[src/rtl/mem_port_arbiter.sv]
// Shares one memory port between the instruction (imem) and data (dmem)
// requesters using the single-phase req/gnt protocol. dmem has fixed
// priority, and a saturating wait counter promotes imem once it has lost
// arbitration too many times. A sticky flag records requester protocol
// violations: req dropped or payload changed while owning the port.
//
// state | meaning
// IDLE  | no owner, shared port quiet, arbitrating every cycle
// OWN_I | imem transfer outstanding on the shared port
// OWN_D | dmem transfer outstanding on the shared port
module mem_port_arbiter #(
  parameter int MEM_ADDR_W   = 64,
  parameter int MEM_DATA_W   = 64,
  parameter int MEM_STRB_W   = 8,
  parameter int STARVE_LIMIT = 8
) (
  input  logic                  g_clk,
  input  logic                  g_rst,
  input  logic                  imem_req,
  input  logic [MEM_ADDR_W-1:0] imem_addr,
  input  logic                  imem_wen,
  input  logic [MEM_STRB_W-1:0] imem_strb,
  input  logic [MEM_DATA_W-1:0] imem_wdata,
  output logic                  imem_gnt,
  output logic                  imem_err,
  output logic [MEM_DATA_W-1:0] imem_rdata,
  input  logic                  dmem_req,
  input  logic [MEM_ADDR_W-1:0] dmem_addr,
  input  logic                  dmem_wen,
  input  logic [MEM_STRB_W-1:0] dmem_strb,
  input  logic [MEM_DATA_W-1:0] dmem_wdata,
  output logic                  dmem_gnt,
  output logic                  dmem_err,
  output logic [MEM_DATA_W-1:0] dmem_rdata,
  output logic                  mem_req,
  output logic [MEM_ADDR_W-1:0] mem_addr,
  output logic                  mem_wen,
  output logic [MEM_STRB_W-1:0] mem_strb,
  output logic [MEM_DATA_W-1:0] mem_wdata,
  input  logic                  mem_gnt,
  input  logic                  mem_err,
  input  logic [MEM_DATA_W-1:0] mem_rdata,
  output logic                  proto_err
);

  typedef enum logic [1:0] {
    IDLE  = 2'd0,
    OWN_I = 2'd1,
    OWN_D = 2'd2
  } owner_t;

  localparam logic [7:0] LIMIT = 8'(STARVE_LIMIT);

  owner_t                owner;
  owner_t                owner_nxt;
  logic [7:0]            wait_cnt;
  logic                  gnt_cycle;
  logic                  cand_i;
  logic                  cand_d;
  logic                  starve;
  logic                  viol;

  // Previous-cycle copies of both request channels for the stability check.
  logic                  i_req_q;
  logic [MEM_ADDR_W-1:0] i_addr_q;
  logic                  i_wen_q;
  logic [MEM_STRB_W-1:0] i_strb_q;
  logic [MEM_DATA_W-1:0] i_wdata_q;
  logic                  d_req_q;
  logic [MEM_ADDR_W-1:0] d_addr_q;
  logic                  d_wen_q;
  logic [MEM_STRB_W-1:0] d_strb_q;
  logic [MEM_DATA_W-1:0] d_wdata_q;

  // A gnt only completes a transfer when someone owns the port; the
  // completed requester's req still belongs to that transfer, so it sits
  // out this arbitration round.
  assign gnt_cycle = (owner != IDLE) && mem_gnt;
  assign cand_i    = imem_req && !(gnt_cycle && (owner == OWN_I));
  assign cand_d    = dmem_req && !(gnt_cycle && (owner == OWN_D));
  assign starve    = (wait_cnt >= LIMIT);

  // Owner state register.
  always_ff @(posedge g_clk or posedge g_rst) begin
    if (g_rst) owner <= IDLE;
    else       owner <= owner_nxt;
  end

  // Next owner: hold while a transfer is outstanding, arbitrate otherwise.
  always_comb begin
    owner_nxt = owner;
    if ((owner == IDLE) || mem_gnt) begin
      if (cand_i && (starve || !cand_d)) owner_nxt = OWN_I;
      else if (cand_d)                   owner_nxt = OWN_D;
      else                               owner_nxt = IDLE;
    end
  end

  // Request mux and response routing to the current owner only.
  always_comb begin
    mem_req    = 1'b0;
    mem_addr   = '0;
    mem_wen    = 1'b0;
    mem_strb   = '0;
    mem_wdata  = '0;
    imem_gnt   = 1'b0;
    imem_err   = 1'b0;
    imem_rdata = '0;
    dmem_gnt   = 1'b0;
    dmem_err   = 1'b0;
    dmem_rdata = '0;
    case (owner)
      OWN_I: begin
        mem_req    = imem_req;
        mem_addr   = imem_addr;
        mem_wen    = imem_wen;
        mem_strb   = imem_strb;
        mem_wdata  = imem_wdata;
        imem_gnt   = mem_gnt;
        imem_err   = mem_err;
        imem_rdata = mem_rdata;
      end
      OWN_D: begin
        mem_req    = dmem_req;
        mem_addr   = dmem_addr;
        mem_wen    = dmem_wen;
        mem_strb   = dmem_strb;
        mem_wdata  = dmem_wdata;
        dmem_gnt   = mem_gnt;
        dmem_err   = mem_err;
        dmem_rdata = mem_rdata;
      end
      default: ;
    endcase
  end

  // Starvation counter: counts imem's waiting cycles, cleared on its grant.
  always_ff @(posedge g_clk or posedge g_rst) begin
    if (g_rst)
      wait_cnt <= 8'd0;
    else if (imem_gnt)
      wait_cnt <= 8'd0;
    else if (imem_req && (owner != OWN_I) && (wait_cnt != 8'hFF))
      wait_cnt <= wait_cnt + 8'd1;
  end

  // Capture both request channels every cycle for the stability check.
  always_ff @(posedge g_clk or posedge g_rst) begin
    if (g_rst) begin
      i_req_q   <= 1'b0;
      i_addr_q  <= '0;
      i_wen_q   <= 1'b0;
      i_strb_q  <= '0;
      i_wdata_q <= '0;
      d_req_q   <= 1'b0;
      d_addr_q  <= '0;
      d_wen_q   <= 1'b0;
      d_strb_q  <= '0;
      d_wdata_q <= '0;
    end else begin
      i_req_q   <= imem_req;
      i_addr_q  <= imem_addr;
      i_wen_q   <= imem_wen;
      i_strb_q  <= imem_strb;
      i_wdata_q <= imem_wdata;
      d_req_q   <= dmem_req;
      d_addr_q  <= dmem_addr;
      d_wen_q   <= dmem_wen;
      d_strb_q  <= dmem_strb;
      d_wdata_q <= dmem_wdata;
    end
  end

  // Violation: the owner drops req or alters its payload before gnt.
  always_comb begin
    viol = 1'b0;
    if (!mem_gnt) begin
      case (owner)
        OWN_I: viol = !imem_req || (i_req_q != imem_req) ||
                      (imem_addr != i_addr_q) || (imem_wen != i_wen_q) ||
                      (imem_strb != i_strb_q) || (imem_wdata != i_wdata_q);
        OWN_D: viol = !dmem_req || (d_req_q != dmem_req) ||
                      (dmem_addr != d_addr_q) || (dmem_wen != d_wen_q) ||
                      (dmem_strb != d_strb_q) || (dmem_wdata != d_wdata_q);
        default: viol = 1'b0;
      endcase
    end
  end

  // Sticky protocol error flag, cleared only by reset.
  always_ff @(posedge g_clk or posedge g_rst) begin
    if (g_rst)     proto_err <= 1'b0;
    else if (viol) proto_err <= 1'b1;
  end

endmodule

[config.mk]
export PLATFORM = sky130hd
export DESIGN_NAME = mem_port_arbiter
export DESIGN_NICKNAME = d
export VERILOG_FILES = /design/src/rtl/mem_port_arbiter.sv
export SDC_FILE = /design/constraint.sdc
export NUM_CORES = 1
export LEC_CHECK = 0
export ABC_AREA = 1
export BUFFER_PORTS_ARGS = -buffer_cell sky130_fd_sc_hd__buf_2
export CAP_MARGIN = 20
export CORE_AREA = 2 2 236 238
export CTS_BUF_LIST = sky130_fd_sc_hd__clkbuf_4 sky130_fd_sc_hd__clkbuf_8
export CTS_CLUSTER_DIAMETER = 150
export DETAILED_ROUTE_END_ITERATION = 6
export DIE_AREA = 0 0 238 240
export RECOVER_POWER = 100
export SYNTH_ARGS = -nofsm -noshare
export SYNTH_HDL_FRONTEND = slang
export SYNTH_SLANG_ARGS = --single-unit
[constraint.sdc]
create_clock -name g_clk -period 22.6 [get_ports g_clk]
set_clock_uncertainty 0.05 [all_clocks]
set_input_delay 0 -clock g_clk [delete_from_list [all_inputs] [get_ports g_clk]]
set_output_delay 0 -clock g_clk [all_outputs]
set_load 0.005 [all_outputs]
==> flow_metrics.py <==
metrics = {
    "outcome": {
        "status": "finished, violations left",
        "violations": "capacitance limit, slew limit",
    },
    "route": {
        "vias": 17100,
        "viasPerCell": 4.30,
        "dr.pass1.iters": 6,
        "drcViolationCount": 0,
        "wirelength_mm": 60.4,
        "drt-wirelength-per-cell_um": 15.2,
        "postRouteAntennaNets": 0,
        "drtIter0Drc": 1257,
    },
    "synthesis": {
        "seq_area_frac_synth_pct": 47.1,
        "synth_nets": 2497,
        "avgSynthCellArea_um2": 7.10,
        "yosysUniqueCellTypes": 29,
        "syn_area_um2": 15200,
        "synth_cells": 2148,
        "ys_ff_latch": 287,
        "ys.warnings.count": 0,
    },
    "sta": {
        "tightest_slew_ns": 5.45,
        "rsz0062_at_grt": "no",
        "maxSlewHeadroom_pct": -263,
        "fmax_ghz": 0.158,
        "setup_ws_ns": 16.27,
        "post-route-period-util_pct": 28.0,
        "post-route-min-period_ns": 6.33,
        "finalSetupViolCount": 0,
        "maxSlewViolCount": 509,
        "fin_tns_setup_ns": 0,
        "finalHoldViolCount": 0,
    },
    "final_layout": {
        "final_layout_size_suffix_gt1_share_pct": 7.68,
        "mostFrequentLayoutCells": "842 x nand2_1, 489 x clkbuf_1, 468 x dlygate4sd3_1, 440 x inv_1, 287 x dfrtp_1",
        "area_growth_pct": 58.6,
        "fin_util_pct": 44.2,
        "final_nets": 3579,
        "final_cells": 3977,
        "mostFrequentLayoutCell": "nand2_1",
    },
    "setup_path": {
        "arrival_ns": 6.28,
        "critical_path_required_ns": 22.55,
        "critPathKind": "reg -> out",
        "cp_max_fo": 83,
        "reg2reg_from": "owner[1]",
        "reg2reg_to": "proto_err",
        "cpPeakStageDelay_ns": 2.74,
        "critPathCaptureType": "output port",
        "slowest_stage": "clkbuf_1",
        "crit_path_start_kind": "flop",
        "r2r_cells": 7,
        "r2r_slack_ns": 17.19,
        "worstPathCellList": "inv_1 -> ha_1 -> clkbuf_1 -> nand2_1 -> a21oi_1 -> clkbuf_2",
        "crit_buf_inv": 3,
        "crit_family": "buffers and inverters",
        "crit_start": "owner[1]",
    },
    "floorplanning": {
        "boundaryPins": 615,
        "core_um2": 54700,
        "die_y_um": 240,
        "fp-row-count": 86,
        "dieArea_um2": 57100,
        "initial_utilization_pct": 27.9,
        "die_w_um": 238,
    },
    "global_route": {
        "overflow": 0,
        "grt_antenna_before_repair": 9,
        "grt_max_degree": 169,
        "first_global_vias": 16400,
        "use_met1_pct": 26.4,
        "grt_use_met2_pct": 33.2,
        "met3_usage_pct": 5.26,
        "top_usage_layer": "met2",
        "grt_pass1_wl_mm": 90.8,
        "globalRouteTotalUtil_pct": 20.3,
    },
    "placed_design": {
        "placedCellCount": 3411,
        "portBuffers": 614,
        "dp_hpwl_mm": 40.7,
        "pre_cts_slack_ns": 20.15,
        "place.gp.congestion": 0.809,
    },
    "cts": {
        "clk_latency_ns": 0.61,
        "htreeDepth": 2,
        "cts.sink_count": 287,
        "cts_root_buf": "clkbuf_8",
        "ctsHoldBuffers": 467,
        "cts_tree": "built",
        "clockBufferDepth": 3,
        "cts_made_buffers": 53,
        "post_cts_buffers": 0,
        "clkTransAtPathRegs_ns": 0.06,
        "cts_resized": 0,
    },
    "power_and_ir_drop": {
        "total_power_mw": 1.84,
        "p_per_area_nw_per_um2": 76.3,
        "peakVddDrop_uv": 71.5,
        "leakagePower_nw": 12.3,
    },
    "worst_hold_path": {
        "min_to": "d_addr_q[48]",
        "min_path_cells": 2,
        "hp-start": "dmem_addr[48]",
        "hp-class": "in -> reg",
    },
    "run": {
        "maxCapViolations": 6,
    },
}
[through the flow]
stage / area, um^2 / hold WS [ns]
after floorplan: 15200 / -0.0186
after global placement: 19000 / 0.0860
after detailed placement: 19000 / 0.0935
after CTS: 24800 / 0.000285
after global routing: 24200 / 0.0540
final: 24200 / 0.0918
[cells by family (layout without fill, tap and decap cells)]
| family | Yosys count | in the layout | share of synthesized area (%) |
|---|---|---|---|
| AO/OA/AOI/OAI | 182 | 182 | 6.14 |
| XOR/XNOR | 107 | 107 | 6.15 |
| adder cells (fa/ha/maj) | 5 | 5 | 0.410 |
| buffers and inverters | 505 | 1626 | 12.6 |
| flip-flops | 287 | 287 | 47.1 |
| other | 0 | 4 | 0 |
| AND/OR/NAND/NOR | 1062 | 1062 | 27.6 |
[layer usage]
metal	share of wire (%)	wire length [um]
met1	43	26000
met2	47	28500
met3	7.3	4400
met4	2.4	1420
met5	0.10	63
[Yosys cell counts, drive strengths merged]
master	n	area [um^2]
o22ai	5	31.3
o21ai	27	135
buf	32	149
inv	444	1670
nor2	133	509
nand2	844	3190
o211ai	1	7.51
dfrtp	287	7180
xor2	12	105
clkbuf	29	109
o211a	1	10.0
a21oi	145	726
o21a	1	7.51
nor3	5	36.3
nand3	27	140
ha	5	62.6
xnor2	95	832
nand4	35	219
o221a	1	11.3
or2	18	113
o31ai	1	7.51
[final cells by class]
type	count	area (um^2)
multi-input cells	1356	6120
clock buffers	83	1040
repair buffers	1088	7190
diodes	4	10.0
fillers	5554	30500
flip-flops and latches	287	7180
well taps	704	881
clock inverters	11	85.1
inverters	444	1670
[registers in the layout, indices dropped and copies added, names as in the netlist]
signal	flops
d_addr_q	64
d_req_q	1
d_strb_q	8
d_wdata_q	64
d_wen_q	1
i_addr_q	64
i_req_q	1
i_strb_q	8
i_wdata_q	64
i_wen_q	1
owner	2
proto_err	1
wait_cnt	8
[where the power goes]
group | leakage (nW) | internal, mW | switching, mW | total, mW
Clock | 0.598 | 0.301 | 0.230 | 0.531
Sequential | 3.36 | 0.545 | 0.0142 | 0.559
Combinational | 8.34 | 0.282 | 0.473 | 0.755
Total | 12.3 | 1.13 | 0.717 | 1.84
[how the worst max path moves through the flow]
stage               slack, ns             to  depth (start not counted)
floorplan               14.63    d_addr_q[0]                          1
global placement        20.17   mem_addr[23]                          6
detailed placement      20.15   mem_addr[23]                          6
CTS                     19.46   mem_addr[23]                          6
global route            15.81  mem_wdata[54]                          6
finish                  16.27  mem_wdata[58]                          6
No activity file was read; power rests on OpenSTA's default activity.
